$ cat config.mk
export PLATFORM = sky130hd
export DESIGN_NAME = tpu_cfg_regfile
export DESIGN_NICKNAME = d
export VERILOG_FILES = /design/src/rtl/tpu_cfg_pkg.sv /design/src/rtl/tpu_cfg_apb_fsm.sv /design/src/rtl/tpu_cfg_regfile.sv
export SDC_FILE = /design/constraint.sdc
export NUM_CORES = 1
export LEC_CHECK = 0
export CAP_MARGIN = 10
export CORE_AREA = 2 2 234 236
export DETAILED_ROUTE_END_ITERATION = 12
export DIE_AREA = 0 0 236 238
export DONT_BUFFER_PORTS = 1
export PLACE_DENSITY_LB_ADDON = 0.2
export SYNTH_ARGS = -nofsm -noshare
export SYNTH_HDL_FRONTEND = slang
export SYNTH_HIERARCHICAL = 1
export SYNTH_SLANG_ARGS = --single-unit
$ cat constraint.sdc
create_clock -name PCLK -period 40.5 [get_ports PCLK]
set_input_delay 4.05 -clock PCLK [delete_from_list [all_inputs] [get_ports PCLK]]
set_output_delay 4.05 -clock PCLK [all_outputs]
set_load 0.005 [all_outputs]
$ cat src/rtl/tpu_cfg_pkg.sv
// Shared address map, version constant and APB phase encoding for tpu_cfg_regfile.
package tpu_cfg_pkg;

  localparam int unsigned CtrlOffs    = 32'h00;
  localparam int unsigned StatusOffs  = 32'h04;
  localparam int unsigned IrqEnOffs   = 32'h08;
  localparam int unsigned VersionOffs = 32'h0C;
  localparam int unsigned GenBaseOffs = 32'h10;

  localparam logic [31:0] VersionVal = 32'h0001_0000;

  typedef enum logic [1:0] {
    StIdle,
    StSetup,
    StAccess
  } apb_state_e;

endpackage

$ cat src/rtl/tpu_cfg_apb_fsm.sv
// APB phase tracker: one wait state, commit strobes at the end of SETUP, PREADY in ACCESS.
module tpu_cfg_apb_fsm
  import tpu_cfg_pkg::*;
(
  input  logic PCLK,
  input  logic PRESET,
  input  logic PSEL,
  input  logic PENABLE,
  input  logic PWRITE,
  output logic wr_en,
  output logic rd_en,
  output logic PREADY
);

  apb_state_e state_q;
  logic       ready_q;
  logic       commit;

  // The commit edge closes SETUP, so register effects and PRDATA are in place for ACCESS.
  assign commit = (state_q == StSetup) && PSEL && PENABLE;
  assign wr_en  = commit && PWRITE;
  assign rd_en  = commit && !PWRITE;
  assign PREADY = ready_q;

  always_ff @(posedge PCLK or posedge PRESET) begin
    if (PRESET) begin
      state_q <= StIdle;
      ready_q <= 1'b0;
    end else begin
      ready_q <= 1'b0;
      case (state_q)
        StIdle: begin
          state_q <= (PSEL && !PENABLE) ? StSetup : StIdle;
        end
        StSetup: begin
          if (commit) begin
            state_q <= StAccess;
            ready_q <= 1'b1;
          end else begin
            state_q <= StIdle;
          end
        end
        StAccess: state_q <= StIdle;
        default:  state_q <= StIdle;
      endcase
    end
  end

endmodule

$ cat src/rtl/tpu_cfg_regfile.sv
// APB configuration register file for the TPU core: control, status, irq and generic registers.
// Define CFG_PSTRB_EN to honour PSTRB byte lanes; otherwise every write is full-word.
module tpu_cfg_regfile
  import tpu_cfg_pkg::*;
#(
  parameter int unsigned                  ADDR_W   = 8,
  parameter int unsigned                  DATA_W   = 32,
  parameter int unsigned                  NUM_REGS = 16,
  parameter logic [NUM_REGS*DATA_W-1:0]   RST_VALS = '0
) (
  input  logic                         PCLK,
  input  logic                         PRESET,
  input  logic [ADDR_W-1:0]            PADDR,
  input  logic                         PSEL,
  input  logic                         PENABLE,
  input  logic                         PWRITE,
  input  logic [DATA_W-1:0]            PWDATA,
  input  logic [DATA_W/8-1:0]          PSTRB,
  output logic [DATA_W-1:0]            PRDATA,
  output logic                         PREADY,
  output logic                         PSLVERR,
  input  logic                         done_tpu,
  input  logic                         busy_tpu,
  output logic                         start_tpu,
  output logic                         irq,
  output logic [NUM_REGS*DATA_W-1:0]   cfg_regs
);

  localparam int unsigned StrbW = DATA_W / 8;

  logic              wr_en;
  logic              rd_en;
  logic [StrbW-1:0]  strb;
  logic [DATA_W-1:0] bmask;

  logic [31:0]       addr;
  logic [31:0]       gen_idx;
  logic              misaligned;
  logic              is_ctrl, is_status, is_irq_en, is_version, is_gen;
  logic              start_req, w1c_req, err, wr_ok;
  logic [DATA_W-1:0] rd_data;

  logic [DATA_W-1:0] regs_q [NUM_REGS];
  logic [DATA_W-1:0] regs_d [NUM_REGS];
  logic              done_q, done_d;
  logic              irq_en_q, irq_en_d;
  logic              irq_q;
  logic              start_pend_q, start_q;
  logic [DATA_W-1:0] prdata_q;
  logic              pslverr_q;

  tpu_cfg_apb_fsm u_apb_fsm (
    .PCLK    (PCLK),
    .PRESET  (PRESET),
    .PSEL    (PSEL),
    .PENABLE (PENABLE),
    .PWRITE  (PWRITE),
    .wr_en   (wr_en),
    .rd_en   (rd_en),
    .PREADY  (PREADY)
  );

`ifdef CFG_PSTRB_EN
  assign strb = PSTRB;
`else
  logic unused_pstrb;
  assign strb         = '1;
  assign unused_pstrb = ^PSTRB;
`endif

  always_comb begin
    bmask = '0;
    for (int unsigned b = 0; b < StrbW; b++) begin
      bmask[b*8 +: 8] = {8{strb[b]}};
    end
  end

  // Address decode on a zero-extended byte address.
  assign addr       = 32'(PADDR);
  assign misaligned = |PADDR[1:0];
  assign is_ctrl    = (addr == CtrlOffs);
  assign is_status  = (addr == StatusOffs);
  assign is_irq_en  = (addr == IrqEnOffs);
  assign is_version = (addr == VersionOffs);
  assign gen_idx    = (addr - GenBaseOffs) >> 2;
  assign is_gen     = !misaligned && (addr >= GenBaseOffs) && (gen_idx < NUM_REGS);

  assign start_req = is_ctrl && PWDATA[0] && strb[0];
  assign w1c_req   = is_status && PWDATA[0] && strb[0];

  assign err = !(is_ctrl || is_status || is_irq_en || is_version || is_gen)
               || (PWRITE && is_version)
               || (PWRITE && start_req && busy_tpu);

  assign wr_ok = wr_en && !err;

  always_comb begin
    rd_data = '0;
    if (is_status) begin
      rd_data[1:0] = {busy_tpu, done_q};
    end else if (is_irq_en) begin
      rd_data[0] = irq_en_q;
    end else if (is_version) begin
      rd_data = DATA_W'(VersionVal);
    end else if (is_gen) begin
      for (int unsigned i = 0; i < NUM_REGS; i++) begin
        if (gen_idx == i) rd_data = regs_q[i];
      end
    end
  end

  always_comb begin
    done_d   = done_q;
    irq_en_d = irq_en_q;
    for (int unsigned i = 0; i < NUM_REGS; i++) begin
      regs_d[i] = regs_q[i];
    end
    if (wr_ok) begin
      if (w1c_req) done_d = 1'b0;
      if (is_irq_en && strb[0]) irq_en_d = PWDATA[0];
      for (int unsigned i = 0; i < NUM_REGS; i++) begin
        if (is_gen && (gen_idx == i)) regs_d[i] = (regs_q[i] & ~bmask) | (PWDATA & bmask);
      end
    end
    // A completion landing with a clear must not be lost.
    if (done_tpu) done_d = 1'b1;
  end

  always_ff @(posedge PCLK or posedge PRESET) begin
    if (PRESET) begin
      done_q       <= 1'b0;
      irq_en_q     <= 1'b0;
      irq_q        <= 1'b0;
      start_pend_q <= 1'b0;
      start_q      <= 1'b0;
      prdata_q     <= '0;
      pslverr_q    <= 1'b0;
      for (int unsigned i = 0; i < NUM_REGS; i++) begin
        regs_q[i] <= RST_VALS[i*DATA_W +: DATA_W];
      end
    end else begin
      done_q       <= done_d;
      irq_en_q     <= irq_en_d;
      irq_q        <= done_q & irq_en_q;
      // Start is accepted at the commit edge but presented the cycle after ACCESS.
      start_pend_q <= wr_ok && start_req;
      start_q      <= start_pend_q;
      prdata_q     <= (rd_en && !err) ? rd_data : '0;
      pslverr_q    <= (wr_en || rd_en) && err;
      for (int unsigned i = 0; i < NUM_REGS; i++) begin
        regs_q[i] <= regs_d[i];
      end
    end
  end

  always_comb begin
    cfg_regs = '0;
    for (int unsigned i = 0; i < NUM_REGS; i++) begin
      cfg_regs[i*DATA_W +: DATA_W] = regs_q[i];
    end
  end

  assign PRDATA    = prdata_q;
  assign PSLVERR   = pslverr_q;
  assign start_tpu = start_q;
  assign irq       = irq_q;

endmodule

Word level (Yosys, flattened, before mapping)
Index checks and enable logic that the tools add are counted.
{ "totals": {"latchBits": 0, "ram_bits": 0, "regBits": 553, "rom_bits": 0, "word_cells": 147, "output_inout_bits": 548, "mem_count": 0, "in_bits": 51} }
{ "op_classes": {"eq_ne": 19, "mux": 31, "div_mod_pow": 0, "multipliers": 0, "reduce_logical": 68, "bitwise": 1, "shifts": 0, "n_lt_le_gt_ge": 2, "n_addsub": 1} }
{ "op_table": {"columns": ["cell", "n"], "rows": [
  ["two-way mux 32 bit", 19],
  ["equality test 30 x 4 -> 1 bit (second input constant)", 8],
  ["equality test 30 x 3 -> 1 bit (second input constant)", 4],
  ["zero test 32 bit", 2],
  ["equality test 30 x 2 -> 1 bit (second input constant)", 2],
  ["AND reduction 2 bit", 18],
  ["logical AND 1 bit", 32],
  ["two-way mux 31 bit", 1],
  ["equality test 30 x 1 -> 1 bit (second input constant)", 1],
  ["less-than comparator 30 x 5 -> 1 bit (second input constant)", 1],
  ["two-way mux 30 bit", 1],
  ["equality test 8 x 4 -> 1 bit (second input constant)", 2],
  ["subtractor 8 x 5 -> 9 bit (second input constant)", 1],
  ["equality test 8 x 3 -> 1 bit (second input constant)", 1],
  ["greater-or-equal comparator 8 x 5 -> 1 bit (second input constant)", 1],
  ["logical OR 1 bit", 7],
  ["two-way mux 1 bit", 7],
  ["zero test 1 bit", 5],
  ["two-way mux 2 bit", 2],
  ["one-hot mux 2 bit (2 select lines)", 1],
  ["nonzero test 2 bit", 2],
  ["equality test 2 x 1 -> 1 bit (second input constant)", 1],
  ["zero test 2 bit", 1],
  ["OR reduction 2 bit", 1],
  ["bitwise AND 1 bit", 1]
]} }

Depth between registers and ports, before layout
{ "logic_depth": {"ltp_word": 23, "ltp_mapped": 9, "mapped_depth_nobuf": 6} }

Hierarchy
Netlist, hierarchy kept.
{ "modules_own_cells": {"columns": ["module", "seq_area_each_um2", "area_per_inst_um2", "instances", "cells_per_inst"], "rows": [
  ["tpu_cfg_regfile", 13763.2, 25080.3, 1, 1850],
  ["tpu_cfg_apb_fsm", 50.0, 86.3, 1, 7]
]} }

Worst setup path before layout
No wires, ideal clock.
{ "synth_path": {"path_type": "input to register", "startpoint": "input port PADDR[7]", "endpoint": "register regs_q (netlist bit cfg_regs[374])", "t_required_ps": 40375, "setup_slack_ps": 34599, "arrival_ps": 5777, "stages": 8, "path_buffers": 3, "setup_time_ps": 125, "cell_sequence": "buf_2 nor3_2 and3_1 nand2_2 buf_6 nor3_4 buf_2 mux2_2"} }
{ "synth_between": {"elab_chain_cells": 11, "word_cells_on_any_way": 25, "cone_classes": "add/sub (1); order compare (2); eq/ne (4); reduce/logical (18)"} }
{ "synth_rtl": {"columns": ["item", "line_no", "text"], "rows": [
  ["from (decl)", "tpu_cfg_regfile.sv:13", "input logic [ADDR_W-1:0] PADDR,"],
  ["branches (longest 10 deep; another with less-than comparator 30 x 5 -> 1 bit)", null, null],
  ["AND reduction 2 bit (no source line) *", null, null],
  ["to (signal, indexed assignment)", "tpu_cfg_regfile.sv:139", "regs_q[i] <= RST_VALS[i*DATA_W +: DATA_W];"],
  ["to (signal, indexed assignment)", "tpu_cfg_regfile.sv:151", "regs_q[i] <= regs_d[i];"],
  ["to (decl)", "tpu_cfg_regfile.sv:43", "logic [DATA_W-1:0] regs_q [NUM_REGS];"]
]} }
Mark *: on every way between the ends.
A chain may end at the register's enable or synchronous reset.

Worst setup path after layout
{ "layout_path": {"startpoint": "input port PADDR[7]", "endpoint": "register regs_q (netlist bit cfg_regs[154])"} }
Same word-level chain as after synthesis.

==> impl_metrics.toml <==
[worst_hold_path]
hold_path_depth = 0
hp-start = "start_pend_q$_DFF_PP0_"
hold_path_class = "flip-flop to flip-flop"
min_to = "start_tpu$_DFF_PP0_"

[detailed_routing]
drc_errors = 0
dr.pass1.iters = 6
ant_nets = 0
wl_per_cell_um = 38.61
vias = 17240
drtIter0Drc = 1567
vias_per_cell = 6.792
wl_um = 98000

[synthesis]
ys_types = 74
synthCells = 1857
synth_top_cell_by_area = "dfrtp_1"
syn_area_um2 = 25170
ys_async_sr_fraction = 1.000
synthFlopType = "dfrtp_1"
synth.area.top_cells = "dfrtp_1 (55%), mux2_2 (22%), mux4_2 (3.5%)"
synth_fp_nets = 1908
avgSynthCellArea_um2 = 13.55
ys_seq_area_frac = 0.5489
synth_edf_count = 0
synth-seq-cells = 552
ys.warnings.count = 6
synth_top_area_frac = 0.5489

[global_routing]
grt_first_pass_wirelength_um = 137900
track_usage = 0.3438
gr-total-overflow = 0
grt_max_degree = 146
grt_antenna_before_repair = 3
grt_pass1_vias = 17360

[cts]
ctsLongestPathBuffers = 3
cts_tree = "done"
htreeDepth = 2
clockRootBuffer = "clkbuf_16"
cts_hold_buf = 0
cts_buffers = 57
post-cts-setup-buffers = 0
clock_latency_ps = 630
clkSlewWorstSetupHoldPaths_ps = 60
cts.sinks = 552
post_cts_resized = 0

[sta]
worst_pin_slew_ps = 1138
min_period_ps = 6915
whs_ps = 348.6
hold_violations = 0
clock_skew_ps = 16.66
slew_violations = 0
rsz0062_at_grt = "no"
fmax_mhz = 144.6
post-route-period-util = 0.1708
slew_headroom = 0.2388
finalSetupViolCount = 0
tns_ps = 0
setup_ws_ps = 33580

[power_and_ir_drop]
ir_worst_vdd_mv = 0.03164
powerDensity_nw_per_um2 = 40.45
total_power_uw = 1115
leakage_uw = 0.01312

[die]
row_count = 85
die_area_um2 = 56170
start_util = 0.4704
core_area_um2 = 53500
dieWidth_um = 236
io_pins = 599
die_h_um = 238

[critical_path]
cpLargestDelayFamily = "simple AND/OR/NAND/NOR gates"
crit_start = "PADDR[7]"
setup.worst_path.end_class = "flip-flop"
cpPeakStageDelay_ps = 1120
cp_cell_sequence = "nor3_2 -> and3_1 -> nand2_2 -> nor3_4 -> buf_4 -> mux2_2"
r2r_cells = 6
reg2reg_from = "u_apb_fsm/PREADY$_DFF_PP0_"
slowest_stage = "nor3_4"
r2r-end = "cfg_regs[154]$_DFFE_PP0P_"
crit_path_max_fanout = 18
cp.arrival_ps = 7430
crit_buf_inv = 1
start_kind = "primary input"
worstPathRequired_ps = 41020
worst-setup-path-type = "primary input to flip-flop"
r2r_setup_slack_ps = 36600

[layout]
antennaDiodeCount = 0
nets = 1849
area_growth_syn_to_layout_pct = 9.531
fin_cells = 2538
drive_gt1_frac = 0.3887

[place]
placed_cells = 2435
port_buffers = 0
dp_slack_ps = 32940
gp_congestion = 0.8517
hpwl_um = 63670

[flow_run]
maxCapViolCount = 0

[run_status]
status = "finished clean"
-- layout make-up --
cell class,instances,area (um^2)
Fill cell,4609,25930
Sequential cell,552,13810
Multi-Input combinational cell,1138,10670
Clock buffer,84,1648
Tap cell,696,870.8
Timing Repair Buffer,44,337.8
Clock inverter,19,202.7
Inverter,5,26.28
-- cell usage in the layout, fill, tap and decap left out, types with 17 or more instances in the layout --
cell type  count
nor2_1        52
a31oi_1       19
a21oi_1       54
dfrtp_1      552
o21ai_0       71
mux2_1        41
nand2_1       65
mux2_2       497
a22oi_1       31
o22ai_1       18
mux2i_1       37
clkbuf_16     57
mux4_2        39
buf_4         43
a221oi_1      17
-- where the power goes --
group / switching (uW) / internal [uW] / leakage [uW]
Combinational: 25.4 / 8.44 / 0.00449
Clock: 228 / 301 / 0.000915
Sequential: 0.869 / 552 / 0.00771
-- worst max path at each step --
| stage | to | cells past startpoint | slack (ps) |
|---|---|---|---|
| 2_1_floorplan | PRDATA[0]$_DFF_PP0_ | 1 | 21070 |
| 3_3_place_gp | cfg_regs[95]$_DFFE_PP0P_ | 6 | 32890 |
| 3_5_place_dp | cfg_regs[440]$_DFFE_PP0P_ | 4 | 32940 |
| 4_1_cts | cfg_regs[440]$_DFFE_PP0P_ | 4 | 33620 |
| 5_1_grt | cfg_regs[376]$_DFFE_PP0P_ | 4 | 33150 |
| 6_report | cfg_regs[154]$_DFFE_PP0P_ | 6 | 33580 |
-- cell usage after synthesis, types with 9 or more instances --
cell type  count
dfrtp_1      552
mux2_2       497
o21ai_0       71
buf_2         69
nand2_1       65
clkbuf_1      58
nor2_1        56
a21oi_1       54
mux2_1        41
mux4_2        39
mux2i_1       37
a22oi_1       31
buf_4         26
a31oi_1       19
o22ai_1       18
a221oi_1      17
nand3_1       15
a211oi_1      12
a222oi_1      11
nor2_2        11
nor3_1         9
-- cell families after synthesis --
kind of cell / share of synthesized area
muxes: 0.2903
buffers and inverters: 0.03251
AOI/OAI and AO/OA: 0.08208
DFF: 0.5489
and+or+nand+nor: 0.04619
-- per-stage QoR --
step | cell area [um^2] | utilization
detailed placement | 25710 | 0.4807
global placement | 25700 | 0.4804
global route | 27570 | 0.5153
finish | 27570 | 0.5153
floorplan | 25170 | -
CTS | 27570 | 0.5153
-- flip-flops by register name (all words and copies together) (netlist names) --
signal,count
PSLVERR,1
cfg_regs,512
start_tpu,1
u_apb_fsm/state_q,1
PRDATA,32
irq,1
done_q,1
irq_en_q,1
u_apb_fsm/PREADY,1
start_pend_q,1
-- layer usage --
layer	vias to the layer above	global-route usage	routed length, um	part of all wire
met5	-	0	0	0
met4	0	0.1374	4179	0.043
met3	225	0.1179	10430	0.11
met2	1005	0.5547	46540	0.47
met1	9212	0.4256	36860	0.38
li1	6795	-	-	-
No activity file was read; power rests on OpenSTA's default activity.
